--- config.mk ---
export PLATFORM = sky130hd
export DESIGN_NAME = qspi_rom_responder
export DESIGN_NICKNAME = d
export VERILOG_FILES = /design/src/rtl/qspi_rom_responder.sv
export SDC_FILE = /design/constraint.sdc
export NUM_CORES = 1
export LEC_CHECK = 0
export ABC_AREA = 1
export BUFFER_PORTS_ARGS = -buffer_cell sky130_fd_sc_hd__buf_2
export CAP_MARGIN = 20
export CORE_ASPECT_RATIO = 2
export CORE_MARGIN = 2
export CORE_UTILIZATION = 64
export DETAILED_ROUTE_END_ITERATION = 16
export GPL_ROUTABILITY_DRIVEN = 1
export GPL_TIMING_DRIVEN = 0
export PLACE_DENSITY = 0.93
export SYNTH_ARGS = -nofsm -noshare
export SYNTH_HDL_FRONTEND = slang
export SYNTH_SLANG_ARGS = --single-unit
--- constraint.sdc ---
create_clock -name clk -period 3.96 [get_ports clk]
set_clock_uncertainty 0.05 [all_clocks]
set_input_delay 0.396 -clock clk [delete_from_list [all_inputs] [get_ports clk]]
set_output_delay 0.396 -clock clk [all_outputs]
set_load 0.02 [all_outputs]
--- src/rtl/qspi_rom_responder.sv ---
// QSPI flash-ROM responder: decodes host commands (reset-cont, release-PD, WREN,
// WRSR, quad fast read 0xEB with continuous mode) and serves bytes from a backing ROM.
module qspi_rom_responder (
  input  logic        clk,
  input  logic        rst_n,
  input  logic        sclk,
  input  logic        cs_n,
  input  logic [3:0]  dq_in,
  output logic [3:0]  dq_out,
  output logic [3:0]  dq_oe,
  output logic [23:0] mem_addr,
  output logic        mem_rd,
  input  logic [7:0]  mem_data,
  output logic        qe,
  output logic        cont_mode
);

  typedef enum logic [2:0] {IDLE, CMD, SRWR, ADDR, MODE, DUMMY, DATA, IGNORE} state_t;
  state_t state, state_nxt;

  logic [1:0]      sclk_s, cs_s, sync_vld;
  logic [1:0][3:0] dq_s;
  logic            sclk_q, cs_q, sclk_d, rise, fall, armed;
  logic [3:0]      dq_q;
  logic [4:0]      cnt;
  logic [14:0]     sh;
  logic [23:0]     addr;
  logic [7:0]      sr1, sr2, byte_q, byte_cur, cmd_byte;
  logic            wel, rd_d, hi_nxt, ff_exit;

  assign sclk_q   = sclk_s[1];
  assign cs_q     = cs_s[1];
  assign dq_q     = dq_s[1];
  // cs_n high wins over any sclk edge seen in the same cycle
  assign rise     = sclk_q & ~sclk_d & ~cs_q;
  assign fall     = ~sclk_q & sclk_d & ~cs_q;
  assign cmd_byte = {sh[6:0], dq_q[0]};
  assign ff_exit  = cont_mode && (cnt == 5'd1) && ({addr[3:0], dq_q} == 8'hFF);
  // bypass lets a fall that lands right after the ROM returns use the fresh byte
  assign byte_cur = rd_d ? mem_data : byte_q;
  assign qe       = sr2[1];

  always_comb begin
    state_nxt = state;
    if (cs_q) state_nxt = IDLE;
    else begin
      case (state)
        IDLE:  if (armed) state_nxt = cont_mode ? ADDR : CMD;
        CMD:   if (rise && cnt == 5'd7) begin
                 case (cmd_byte)
                   8'h01:   state_nxt = wel ? SRWR : IGNORE;
                   8'hEB:   state_nxt = qe ? ADDR : IGNORE;
                   default: state_nxt = IGNORE;
                 endcase
               end
        ADDR:  if (rise) begin
                 if (ff_exit)             state_nxt = IGNORE;
                 else if (cnt == 5'd5)    state_nxt = MODE;
               end
        MODE:  if (rise && cnt == 5'd1) state_nxt = DUMMY;
        DUMMY: if (rise && cnt == 5'd3) state_nxt = DATA;
        default: ;
      endcase
    end
  end

  always_ff @(posedge clk or negedge rst_n) begin
    if (!rst_n) begin
      state     <= IDLE;
      sclk_s    <= '0;
      cs_s      <= '1;
      dq_s      <= '0;
      sync_vld  <= '0;
      sclk_d    <= 1'b0;
      armed     <= 1'b0;
      cnt       <= '0;
      sh        <= '0;
      addr      <= '0;
      sr1       <= '0;
      sr2       <= '0;
      wel       <= 1'b0;
      cont_mode <= 1'b0;
      byte_q    <= '0;
      rd_d      <= 1'b0;
      hi_nxt    <= 1'b1;
      mem_addr  <= '0;
      mem_rd    <= 1'b0;
      dq_out    <= '0;
      dq_oe     <= '0;
    end else begin
      state    <= state_nxt;
      sclk_s   <= {sclk_s[0], sclk};
      cs_s     <= {cs_s[0], cs_n};
      dq_s     <= {dq_s[0], dq_in};
      sync_vld <= {sync_vld[0], 1'b1};
      sclk_d   <= sclk_q;
      // a transaction may only start after a genuine cs_n high has been seen
      if (sync_vld[1] && cs_q) armed <= 1'b1;
      mem_rd <= 1'b0;
      rd_d   <= mem_rd;
      if (rd_d) byte_q <= mem_data;
      if (state_nxt != DATA) begin
        dq_out <= '0;
        dq_oe  <= '0;
      end
      if (cs_q) begin
        cnt    <= '0;
        hi_nxt <= 1'b1;
        if (state == SRWR) wel <= 1'b0;
      end else if (rise) begin
        if (state != IDLE && state != DATA && state != IGNORE)
          cnt <= (state_nxt != state) ? 5'd0 : (cnt == 5'd16) ? cnt : cnt + 5'd1;
        case (state)
          CMD: begin
            sh <= {sh[13:0], dq_q[0]};
            if (cnt == 5'd7) begin
              if (cmd_byte == 8'hFF) cont_mode <= 1'b0;
              if (cmd_byte == 8'h06) wel <= 1'b1;
            end
          end
          SRWR: if (cnt < 5'd16) begin
            sh <= {sh[13:0], dq_q[0]};
            // both registers commit together, only once SR2 is complete
            if (cnt == 5'd15) begin
              sr1 <= sh[14:7];
              sr2 <= cmd_byte;
            end
          end
          ADDR: begin
            addr <= {addr[19:0], dq_q};
            if (ff_exit) cont_mode <= 1'b0;
          end
          MODE: begin
            sh[3:0] <= dq_q;
            if (cnt == 5'd1) cont_mode <= (sh[1:0] == 2'b10);
          end
          DUMMY: begin
            hi_nxt <= 1'b1;
            if (cnt == 5'd0) begin
              mem_addr <= addr;
              mem_rd   <= 1'b1;
            end
          end
          DATA: if (hi_nxt) begin
            mem_addr <= mem_addr + 24'd1;
            mem_rd   <= 1'b1;
          end
          default: ;
        endcase
      end else if (fall && state == DATA) begin
        dq_out <= hi_nxt ? byte_cur[7:4] : byte_cur[3:0];
        dq_oe  <= 4'hF;
        hi_nxt <= ~hi_nxt;
      end
    end
  end

endmodule

# == Word level (Yosys, flattened, before mapping) ==
# Cells that the tools add are included.
# classes
n_lt_le_gt_ge,1
muxes,54
mul,0
n_reduce_logical,31
div,0
shifts,0
n_bitwise,8
n_addsub,2
n_eq_ne,32
# ops
operator,count
two-way mux 24 bit,2
case mux 24 bit (2 select lines),1
two-way mux 4 bit,9
two-way mux 3 bit,10
two-way mux 5 bit,5
adder 24 x 1 -> 24 bit (second input constant),1
equality test 8 bit (second input constant),3
two-way mux 1 bit,18
case mux 3 bit (5 select lines),1
AND reduction 5 bit,3
nonzero test 2 bit,7
inequality test 2 bit (second input constant),6
inequality test 3 bit (second input constant),4
case mux 3 bit (2 select lines),2
case mux 4 bit (3 select lines),1
nonzero test 3 bit,4
equality test 5 x 3 -> 1 bit (second input constant),2
equality test 3 bit (second input constant),3
logical AND 1 bit,9
equality test 8 x 1 -> 1 bit (second input constant),1
equality test 8 x 3 -> 1 bit (second input constant),1
two-way mux 8 bit,1
AND reduction 4 bit,2
two-way mux 7 bit,1
other kinds (22),31
# totals
ff_bits,102
latch_bits,0
ram_bits,0
rom_bits,0
in_bits,16
memories,0
out_inout_bits,35

# == Longest topological paths before layout ==
# Gate-level depths: netlist (run 1).
# depth
depth_word,12
ltp_mapped,17

# == Worst setup path after synthesis (run 1) ==
# No wires, ideal clock.
# synth_path
path_type,register to register
from,register mem_addr[0]
to,register mem_addr[18]
t_arrival_ps,1911
stages_incl_launch_ff,12
t_required_ps,3782
setup_ps,128
slack_ps,1872
synth_period_minus_slack_ps,2088
path_cell_list,dfrtp_1 -> ha_1 -> nand4_1 -> nor2_1 -> nand2_1 -> nor2_2 -> nand3_1 -> nor2_2 -> nand3_1 -> xor2_1 -> o21ai_1 -> o21ai_0
# synth_via
elab_chain_len,3
# synth_rtl
element,line_no,rtl
from (decl),11,"output logic [23:0] mem_addr,"
from (signal assigned),140,mem_addr <= addr;
from (signal assigned),145,mem_addr <= mem_addr + 24'd1;
adder 24 x 1 -> 24 bit,145,
two-way mux 24 bit,144,DATA: if (hi_nxt) begin
case mux 24 bit (2 select lines),113,case (state)
# No other way between the ends. The select of a mux whose other input is x is not followed.
# A chain may end at the register's enable or synchronous reset.

# == Final worst setup path (run 1) ==
# Same ends and word-level chain as after synthesis.

==> results of run 1 <==
==> how the worst max path moves through the flow <==
stage,start,endpoint,slack (ns),depth (start not counted)
finish,mem_addr[0]$_DFFE_PN0P_,mem_addr[18]$_DFFE_PN0P_,1.39,11
floorplan,mem_addr[0]$_DFFE_PN0P_,mem_addr[18]$_DFFE_PN0P_,1.87,11
detailed placement,mem_addr[0]$_DFFE_PN0P_,mem_addr[18]$_DFFE_PN0P_,1.64,11
global route,mem_addr[0]$_DFFE_PN0P_,mem_addr[18]$_DFFE_PN0P_,1.36,11
global placement,rst_n,mem_addr[16]$_DFFE_PN0P_,1.50,1
CTS,mem_addr[0]$_DFFE_PN0P_,mem_addr[18]$_DFFE_PN0P_,1.52,11
==> report_power, final <==
part | switching, mW | internal (mW)
clock network | 0.398 | 0.496
registers | 0.0577 | 1.09
logic | 0.185 | 0.0901
total | 0.641 | 1.68
==> repair_timing <==
item                                   in CTS  in global routing
endpoints found under the hold margin      24                  0
setup endpoints to repair                   0                  0
hold buffers                                1                  0
==> logic make-up after synthesis <==
kind of cell             Yosys count
XOR/XNOR                          15
AND/OR/NAND/NOR                  275
adder cells (fa/ha/maj)            5
flip-flops                       101
buffers and inverters             98
other                              1
AO/OA/AOI/OAI                    126
==> sequential cells by signal, indices dropped and copies added, names as in the netlist, 2 cells and up <==
name	flops
dq_s	4
sclk_s	2
sync_vld	2
dq_oe	4
cnt	5
dq_q	4
mem_addr	24
sh	7
dq_out	4
addr	24
state	3
cs_s	2
byte_q	8
==> per-stage QoR <==
step	utilization	setup WS [ns]	std cells	hold slack [ns]
after floorplan	-	1.87	621	0.0504
after global placement	0.699	1.50	767	0.282
after detailed placement	0.702	1.64	768	0.282
after CTS	0.742	1.52	785	0.0821
after global routing	0.742	1.36	785	0.0793
final	0.742	1.39	785	0.0935
==> cell usage in the layout (no fill, tap or decap), drive strengths merged, types with 2 or more instances in the layout <==
| cell type | netlist | routed |
|---|---|---|
| a21oi | 29 | 29 |
| a22oi | 3 | 3 |
| a2bb2oi | 3 | 3 |
| a31oi | 7 | 7 |
| buf | 8 | 59 |
| clkbuf | 10 | 20 |
| clkinvlp | 0 | 3 |
| dfrtp | 98 | 98 |
| dfstp | 3 | 3 |
| ha | 5 | 5 |
| inv | 80 | 81 |
| nand2 | 145 | 145 |
| nand3 | 34 | 34 |
| nand4 | 13 | 13 |
| nor2 | 61 | 61 |
| nor3 | 16 | 16 |
| nor4 | 3 | 3 |
| o2111ai | 2 | 2 |
| o211ai | 4 | 4 |
| o21ai | 75 | 75 |
| o22ai | 2 | 2 |
| or2 | 2 | 2 |
| xor2 | 14 | 14 |
==> layout make-up <==
class / instances / area share
Tap cell: 96 / 0.0207
Buffer: 18 / 0.0142
Clock buffer: 10 / 0.0394
Multi-Input combinational cell: 422 / 0.376
Sequential cell: 101 / 0.436
Clock inverter: 6 / 0.0125
Inverter: 80 / 0.0517
Timing Repair Buffer: 52 / 0.0500
==> worst max-delay path, cell delays in order, from the launching register on <==
cell and delay, ns:
dfrtp_1 0.45, ha_1 0.24, nand4_1 0.15, nor2_1 0.27, nand2_1 0.19, nor2_2 0.16
nand3_1 0.20, nor2_2 0.21, nand3_1 0.12, xor2_1 0.16, o21ai_1 0.14, o21ai_0 0.11
==> Yosys cell counts, types with 7 or more instances <==
cell type	n	area [um2]
nand3_1	31	155
nand2_1	138	518
nor3_1	13	65.1
a31oi_1	7	43.8
nor2_1	50	188
a21oi_1	28	140
inv_1	71	267
o21ai_1	8	40.0
dfrtp_1	98	2450
o21ai_0	65	325
nand4_1	12	75.1
clkbuf_1	10	37.5
inv_2	9	33.8
xor2_1	14	123
==> per-layer routing <==
| layer | GRT usage | share of wire |
|---|---|---|
| met2 | 0.493 | 0.50 |
| met5 | 0 | 0 |
| met4 | 0.140 | 0.028 |
| met3 | 0.0578 | 0.074 |
| met1 | 0.389 | 0.40 |
==> impl_metrics.yaml, run 1 <==
timing:
  post-route-period-util: 0.649
  relSlewSlack: 0.665
  slew_violations: 0
  finalHoldViolCount: 0
  finalSetupTns_ns: 0
  rsz0062_at_grt: "false"
  fmax_ghz: 0.389
  period_minus_slack_ns: 2.57
  worstMarginPinSlew_ns: 0.502
  finalSetupViolCount: 0
pwr:
  power-per-cell-area_mw_per_mm2: 399
  total_power_mw: 2.32
  ir_drop_mv: 0.440
  leakagePower_nw: 2.75
yosys:
  ys.flop_type: "dfrtp_1"
  syn_area_per_cell_um2: 8.21
  yosys.area_share.xor_xnor: 0.0258
  async_reset_ff_frac: 1.00
  synth_compound_area_frac: 0.136
  synth_warnings: 0
  muxShareOfSynthArea: 0
  syn_inst: 621
  synth_area_mm2: 0.00510
  yosys.cell_types.count: 42
  synth_nets: 642
  synth_simple_gate_area_frac: 0.254
  synthAdderAreaFrac: 0.0123
  seq_area_frac_synth: 0.497
  synth-seq-cells: 101
  synth_top_family_by_area: "simple AND/OR/NAND/NOR gates"
  synth-edff-count: 0
floorplan:
  start_util: 0.651
  boundaryPins: 51
  rows: 46
  chipWidth_um: 67.1
  fp.dieArea_mm2: 0.00874
  core_mm2: 0.00783
  dieHeight_um: 130
cts:
  cts_setup_buffers: 0
  cts_tree: "built"
  cts_num_sinks: 101
  clk_latency_ns: 0.35
  post_cts_resized: 0
  cts_made_buffers: 9
  clockBufferDepth: 2
  cts-root-buf: "clkbuf_16"
  cts_max_level: 3
  cts.clk_slew.worst_paths_ns: 0.07
setup_path:
  critPathArrivalTime_ns: 2.74
  crit_fanout: 6
  r2r_start: "mem_addr[0]$_DFFE_PN0P_"
  start_kind: "flip-flop"
  worst-r2r-setup-slack_ns: 1.39
  worstPathRequired_ns: 4.13
  end_kind: "flip-flop"
  worstRegToRegCells: 11
  r2r_end: "mem_addr[18]$_DFFE_PN0P_"
  crit_type: "reg2reg"
routing:
  drt_iter0_markers: 478
  wire_per_inst_um: 15.7
  drtAntennaViolNets: 0
  drc_errors: 0
  drt_pass1_iterations: 6
  routed_wl_um: 12300
  vias_per_cell: 5.89
  via_count: 4622
global_route:
  grt_max_degree: 76
  grt_pass1_wl_um: 20300
  grt_overflow: 0
  antenna_found_initial: 0
  grt_use_total: 0.304
  grt_pass1_vias: 4358
min_path:
  min_to: "cs_s[0]$_DFF_PN1_"
  hold_path_class: "in2reg"
  hold_start: "cs_n"
  whs_path_depth: 1
final_layout:
  fillers: 560
  seq_area_mm2: 0.00253
  fin_nets: 705
  num_antenna_cells: 0
  stdcell_area_mm2: 0.00581
  multiInputGateArea_mm2: 0.00218
  synthToLayoutAreaGrowth_pct: 14.0
  drive_above_1_share: 0.170
placed_design:
  gp_congestion: 0.981
  place_area_mm2: 0.00550
  place_hpwl_um: 8580
  port_buffers: 50
status:
  outcome: "finished, final reports clean"
job:
  drv_cap: 0
Power figures use the tool's default switching activity.
==> run 2: changes to the inputs <==
--- a/config.mk
+++ b/config.mk
@@ -5,16 +5,16 @@
 export SDC_FILE = /design/constraint.sdc
 export NUM_CORES = 1
 export LEC_CHECK = 0
-export ABC_AREA = 1
+export ABC_AREA = 0
 export BUFFER_PORTS_ARGS = -buffer_cell sky130_fd_sc_hd__buf_2
 export CAP_MARGIN = 20
 export CORE_ASPECT_RATIO = 2
 export CORE_MARGIN = 2
-export CORE_UTILIZATION = 64
+export CORE_UTILIZATION = 53
 export DETAILED_ROUTE_END_ITERATION = 16
 export GPL_ROUTABILITY_DRIVEN = 1
 export GPL_TIMING_DRIVEN = 0
-export PLACE_DENSITY = 0.93
+export PLACE_DENSITY = 0.84
 export SYNTH_ARGS = -nofsm -noshare
 export SYNTH_HDL_FRONTEND = slang
 export SYNTH_SLANG_ARGS = --single-unit
==> constraint.sdc (replaced) <==
create_clock -name clk -period 2.3 [get_ports clk]
set_clock_uncertainty 0.05 [all_clocks]
set_input_delay 0.23 -clock clk [delete_from_list [all_inputs] [get_ports clk]]
set_output_delay 0.23 -clock clk [all_outputs]
set_load 0.02 [all_outputs]
==> run 2 against run 1 <==
Net effect: the run now ends with negative setup slack left; critical path depth shrank 4; final cell count shrank 16%; setup slack lost 1.5 ns; cell area grew 2.3%; combinational power shrank 29%; die area grew 15%; sequential share of layout area shrank 0.96 points; global-route usage shrank 5.9 points; fmax grew 6.2%; synthesized area shrank 3.9%; clock-buffer cell count shrank 1; critical path type unchanged; largest cell class unchanged; largest power group unchanged.
==> impl_metrics.yaml, run 2 <==
yosys:
  synth_area_leaders: "dfrtp_1 (50%), mux2_2 (9.9%), a21oi_1 (3.6%)"
  syn_inst: 468
  synth-seq-cells: 101
  ys.flop_type: "dfrtp_1"
  async_reset_ff_frac: 1.00
  yosysMostFrequentCell: "dfrtp_1"
  synth_warnings: 0
  synth_area_mm2: 0.00490
  synthTopCellsByCount: "dfrtp_1 (98), mux2_2 (43), nand2_1 (38), a21oi_1 (35), o21ai_0 (30)"
  synth_top_area_frac: 0.501
  synth_nets: 489
  syn_area_per_cell_um2: 10.5
  yosysTopAreaCell: "dfrtp_1"
  synth-edff-count: 0
  yosys.cell_types.count: 56
  seq_area_frac_synth: 0.517
placed_design:
  place_area_mm2: 0.00531
  gp_congestion: 0.922
  place_hpwl_um: 8570
  port_buffers: 50
timing:
  relSlewSlack: 0.593
  period_minus_slack_ns: 2.42
  finalSetupTns_ns: -0.675
  finalHoldViolCount: 0
  slew_violations: 0
  fmax_ghz: 0.413
  finalHoldWorstSlack_ns: 0.0825
  rsz0062_at_grt: "true"
  post-route-period-util: 1.05
  finalSetupViolCount: 8
  finalWorstSetupSlack_ns: -0.122
  worstMarginPinSlew_ns: 0.606
floorplan:
  chipWidth_um: 72.0
  boundaryPins: 51
  rows: 49
  dieHeight_um: 140
  fp.dieArea_mm2: 0.0101
  core_mm2: 0.00901
  start_util: 0.544
setup_path:
  crit_fanout: 6
  worstRegToRegCells: 7
  crit_path_cell_trace: "ha_4, or4bb_4, or4_4, o32ai_2, a21o_2, and2_4, a21o_1"
  critPathArrivalTime_ns: 2.65
  worst-r2r-setup-slack_ns: -0.12
  end_kind: "flip-flop"
  slowest_stage: "or4bb_4"
  r2r_start: "cnt[1]$_DFFE_PN0P_"
  r2r_end: "dq_oe[0]$_DFF_PN0_"
  start_kind: "flip-flop"
  max_stage_delay_ns: 0.53
  worstPathRequired_ns: 2.53
  crit_type: "reg2reg"
final_layout:
  final_core_util: 0.659
  final_common_cell: "dfrtp_1"
  stdcell_area_mm2: 0.00594
  num_antenna_cells: 0
  fin_nets: 575
  seq_area_mm2: 0.00253
  final_cell_mix: "dfrtp_1 (97), buf_2 (54), mux2_2 (43)"
  fillers: 644
  drive_above_1_share: 0.309
  multiInputGateArea_mm2: 0.00233
  synthToLayoutAreaGrowth_pct: 21.3
  largest_registers: "addr: 24 flops, mem_addr: 24 flops, byte_q: 8 flops"
cts:
  cts-root-buf: "clkbuf_16"
  cts.clk_slew.worst_paths_ns: 0.08
  cts_num_sinks: 101
  clk_latency_ns: 0.35
  cts_max_level: 3
  cts_made_buffers: 9
  cts_tree: "built"
  clockBufferDepth: 2
status:
  violations: "negative setup slack"
  outcome: "complete, but fails checks"
min_path:
  min_to: "byte_q[7]$_DFF_PN0_"
  hold_start: "mem_data[7]"
  whs_path_depth: 2
  hold_path_class: "in2reg"
routing:
  drt_iter0_markers: 484
  drc_errors: 0
  vias_per_cell: 6.52
  wire_per_inst_um: 19.1
  via_count: 4311
  drt_pass1_iterations: 5
  drtAntennaViolNets: 0
  routed_wl_um: 12600
global_route:
  grt_pass1_wl_um: 19500
  grt_overflow: 0
  grt_pass1_vias: 4177
  grt_use_total: 0.245
  antenna_found_initial: 0
  grt_max_degree: 71
pwr:
  power-per-cell-area_mw_per_mm2: 597
  leakagePower_nw: 2.84
  ir_drop_mv: 0.346
  total_power_mw: 3.55
job:
  drv_cap: 0
==> run 2: cell count changes after synthesis, sizes merged, moves of 7 or more <==
cell / before / now
xor2: 14 / 1
nand2: 145 / 38
inv: 80 / 14
nor2: 61 / 21
mux2: 0 / 43
mux2i: 0 / 8
nand3: 34 / 27
o21ai: 75 / 31
==> run 2: metrics by stage <==
| step | instances | setup WS [ns] |
|---|---|---|
| after detailed placement | 621 | -0.450 |
| after global placement | 620 | -0.344 |
| after floorplan | 468 | 0.00701 |
| after CTS | 650 | -0.0746 |
| final | 661 | -0.122 |
| after global routing | 661 | -0.165 |
==> run 2: area by class of cell <==
cell class / instances / area share
buffer: 26 / 0.0217
inverter: 14 / 0.00884
multi-input combinational: 327 / 0.393
clock inverter: 7 / 0.0109
timing repair buffer: 75 / 0.0804
clock buffer: 9 / 0.0379
sequential: 101 / 0.426
tap: 102 / 0.0215
==> run 2: how the worst max path moves through the flow <==
| stage | from | to | slack, ns | depth (start not counted) |
|---|---|---|---|---|
| 2_1_floorplan | cnt[0]$_DFFE_PN0P_ | dq_oe[0]$_DFF_PN0_ | 0.007 | 7 |
| 3_3_place_gp | cnt[1]$_DFFE_PN0P_ | cnt[4]$_DFFE_PN0P_ | -0.34 | 8 |
| 3_5_place_dp | cnt[1]$_DFFE_PN0P_ | cnt[4]$_DFFE_PN0P_ | -0.45 | 8 |
| 4_1_cts | cnt[1]$_DFFE_PN0P_ | dq_oe[2]$_DFF_PN0_ | -0.07 | 7 |
| 5_1_grt | cnt[1]$_DFFE_PN0P_ | dq_oe[2]$_DFF_PN0_ | -0.17 | 7 |
| 6_report | cnt[1]$_DFFE_PN0P_ | dq_oe[0]$_DFF_PN0_ | -0.12 | 7 |
==> run 2: logic make-up (layout without fill, tap and decap cells) <==
family          Yosys count  in the layout  synth area share
mux                      51             51             0.115
compound gates          115            115             0.153
other cells               1              1          0.000765
buf+inv                  40            131            0.0335
fa+ha+maj                 5              5            0.0128
xor+xnor                  1              1           0.00179
flops                   101            101             0.517
simple gates            154            154             0.166
==> run 2: routing by layer <==
| layer | GRT usage | up-vias | wire length, um |
|---|---|---|---|
| met4 | 0.155 | 0 | 714 |
| li1 | - | 1889 | - |
| met5 | 0 | - | 0 |
| met1 | 0.254 | 2117 | 4420 |
| met3 | 0.0381 | 72 | 660 |
| met2 | 0.442 | 233 | 6820 |
==> run 2: what timing repair did <==
| item | CTS | global route |
|---|---|---|
| endpoints found under the setup margin | 39 | 41 |
| gates resized for setup | 23 | 19 |
| pin swaps | 8 | 9 |
| endpoints found under the hold margin | 37 | 0 |
| setup buffers | 6 | 11 |
| hold buffers | 7 | 0 |
==> run 2: critical path: cells and delay by family (launching register included) <==
family / cells / cell delay, ns
AOI/OAI and AO/OA: 3 / 0.55
and+or+nand+nor: 3 / 1.16
DFF: 1 / 0.44
adders and majority gates: 1 / 0.16
==> run 2: power breakdown <==
group / switching, mW / internal [mW] / leakage (nW) / total, mW
clock: 0.728 / 0.762 / 0.140 / 1.49
combinational: 0.104 / 0.0902 / 1.34 / 0.195
sequential: 0.0473 / 1.81 / 1.36 / 1.86
total: 0.880 / 2.67 / 2.84 / 3.55
==> run 3: changes to the inputs <==
==> constraint.sdc (replaced) <==
create_clock -name clk -period 2.3 [get_ports clk]
set_clock_uncertainty 0.05 [all_clocks]
set_input_delay 0.115 -clock clk [delete_from_list [all_inputs] [get_ports clk]]
set_output_delay 0.115 -clock clk [all_outputs]
set_load 0.02 [all_outputs]
==> run 3 against run 2 <==
Net effect: the run still ends with negative setup slack left; via count grew 2.2%; fmax is 0.21% lower; setup slack worse by 0.0050 ns; critical path type unchanged; largest power group unchanged.
==> impl_metrics.yaml, run 3 (same netlist as run 2, synthesis figures left out) <==
timing:
  finalSetupViolCount: 8
  worstMarginPinSlew_ns: 0.606
  fmax_ghz: 0.412
  finalWorstSetupSlack_ns: -0.127
  rsz0062_at_grt: "true"
  finalHoldViolCount: 0
  period_minus_slack_ns: 2.43
  slew_violations: 0
  finalSetupTns_ns: -0.714
  relSlewSlack: 0.593
  post-route-period-util: 1.06
final_layout:
  seq_area_mm2: 0.00253
  final_cell_mix: "dfrtp_1 (97), buf_2 (54), mux2_2 (43)"
  multiInputGateArea_mm2: 0.00233
  final_cells: 669
  synthToLayoutAreaGrowth_pct: 22.9
  largest_registers: "addr: 24 flops, mem_addr: 24 flops, byte_q: 8 flops"
  final_common_cell: "dfrtp_1"
  drive_above_1_share: 0.305
  final_core_util: 0.668
  fin_nets: 583
  num_antenna_cells: 0
  fillers: 632
setup_path:
  r2r_end: "dq_oe[0]$_DFF_PN0_"
  r2r_start: "cnt[1]$_DFFE_PN0P_"
  worst-r2r-setup-slack_ns: -0.13
  critPathArrivalTime_ns: 2.66
  worstRegToRegCells: 7
  crit_fanout: 6
  end_kind: "flip-flop"
  slowest_stage: "or4bb_4"
  worstPathRequired_ns: 2.53
  crit_path_cell_trace: "ha_4, or4bb_4, or4_4, o32ai_2, a21o_2, and2_4, a21o_1"
  start_kind: "flip-flop"
  max_stage_delay_ns: 0.53
  crit_type: "reg2reg"
floorplan:
  boundaryPins: 51
  core_mm2: 0.00901
  rows: 49
  start_util: 0.544
  chipWidth_um: 72.0
  fp.dieArea_mm2: 0.0101
  dieHeight_um: 140
routing:
  routed_wl_um: 12800
  wire_per_inst_um: 19.1
  drt_pass1_iterations: 5
  via_count: 4407
  drc_errors: 0
  drt_iter0_markers: 444
  vias_per_cell: 6.59
  drtAntennaViolNets: 0
cts:
  cts_made_buffers: 9
  cts.clk_slew.worst_paths_ns: 0.07
  clockBufferDepth: 2
  cts-root-buf: "clkbuf_16"
  cts_num_sinks: 101
  cts_max_level: 3
  cts_tree: "built"
  clk_latency_ns: 0.35
pwr:
  ir_drop_mv: 0.347
  power-per-cell-area_mw_per_mm2: 591
  pwr-share-seq: 0.523
  p_switching_mw: 0.885
  leakagePower_nw: 2.87
  combPwrFrac: 0.058
  swShare: 0.249
  p_clk_frac: 0.419
  p_int_mw: 2.68
global_route:
  antenna_found_initial: 0
  grt_use_total: 0.247
  grt_overflow: 0
  grt_max_degree: 71
  grt_pass1_wl_um: 19600
  grt_pass1_vias: 4215
job:
  drv_cap: 0
placed_design:
  dp.cells: 621
  place_hpwl_um: 8570
  pre_cts_slack_ns: -0.450
  port_buffers: 50
  gp_congestion: 0.922
status:
  outcome: "complete, but fails checks"
  violations: "negative setup slack"
min_path:
  hold_path_class: "in2async"
## run 3: cell count changes in the layout (fill, tap and decap cells not counted), sizes merged
cell / delta
dlygate4sd3: +8
## run 3: critical path, delay by kind of cell, from the launching register on
family                   cells  cell delay [ns]
AND/OR/NAND/NOR              3             1.16
AO/OA/AOI/OAI                3             0.55
flip-flops                   1             0.44
adder cells (fa/ha/maj)      1             0.16
## run 3: cell type report
| type | instances | share of cell area |
|---|---|---|
| Sequential cell | 101 | 0.420 |
| Multi-Input combinational cell | 327 | 0.387 |
| Timing Repair Buffer | 83 | 0.0926 |
| Clock buffer | 9 | 0.0374 |
| Buffer | 26 | 0.0214 |
| Tap cell | 102 | 0.0212 |
| Clock inverter | 7 | 0.0108 |
| Inverter | 14 | 0.00872 |
## run 3: per-layer routing
metal	part of all wire	wire length, um	track usage	vias up
met5	0	0	0	-
met3	0.053	674	0.0381	76
li1	-	-	-	1903
met4	0.056	712	0.159	0
met1	0.35	4510	0.258	2191
met2	0.54	6870	0.444	237
## run 3: worst max-delay path by stage
stage	startpoint	end	slack, ns	cells past startpoint
2_1_floorplan	cnt[0]$_DFFE_PN0P_	dq_oe[0]$_DFF_PN0_	0.007	7
3_5_place_dp	cnt[1]$_DFFE_PN0P_	cnt[4]$_DFFE_PN0P_	-0.45	8
6_report	cnt[1]$_DFFE_PN0P_	dq_oe[0]$_DFF_PN0_	-0.13	7
4_1_cts	cnt[1]$_DFFE_PN0P_	dq_oe[2]$_DFF_PN0_	-0.07	7
5_1_grt	cnt[1]$_DFFE_PN0P_	dq_oe[2]$_DFF_PN0_	-0.17	7
3_3_place_gp	cnt[1]$_DFFE_PN0P_	cnt[4]$_DFFE_PN0P_	-0.34	8
## run 3: repair_timing
action                                  in CTS  in global routing
endpoints found under the hold margin       45                  0
buffers inserted                             6                 11
resized for setup                           23                 19
pin swaps                                    8                  9
endpoints found under the setup margin      39                 41
hold buffers                                15                  0
## run 3: power by group through the flow
| stage | clock, mW | sequential [mW] | combinational [mW] |
|---|---|---|---|
| 2_1_floorplan | 0 | 1.88 | 0.0922 |
| 3_3_place_gp | 0 | 1.89 | 0.152 |
| 3_5_place_dp | 0 | 1.89 | 0.166 |
| 4_1_cts | 1.49 | 1.86 | 0.193 |
| 5_1_grt | 1.56 | 1.87 | 0.226 |
| 6_report | 1.49 | 1.86 | 0.206 |
## run 3: metrics by stage
| step | hold slack (ns) | instance area (um2) | total power [mW] |
|---|---|---|---|
| floorplan | -0.231 | 4900 | 1.97 |
| global placement | 0.172 | 5280 | 2.04 |
| detailed placement | 0.0308 | 5310 | 2.06 |
| CTS | 0.209 | 5880 | 3.54 |
| global route | 0.237 | 6020 | 3.66 |
| finish | 0.202 | 6020 | 3.56 |
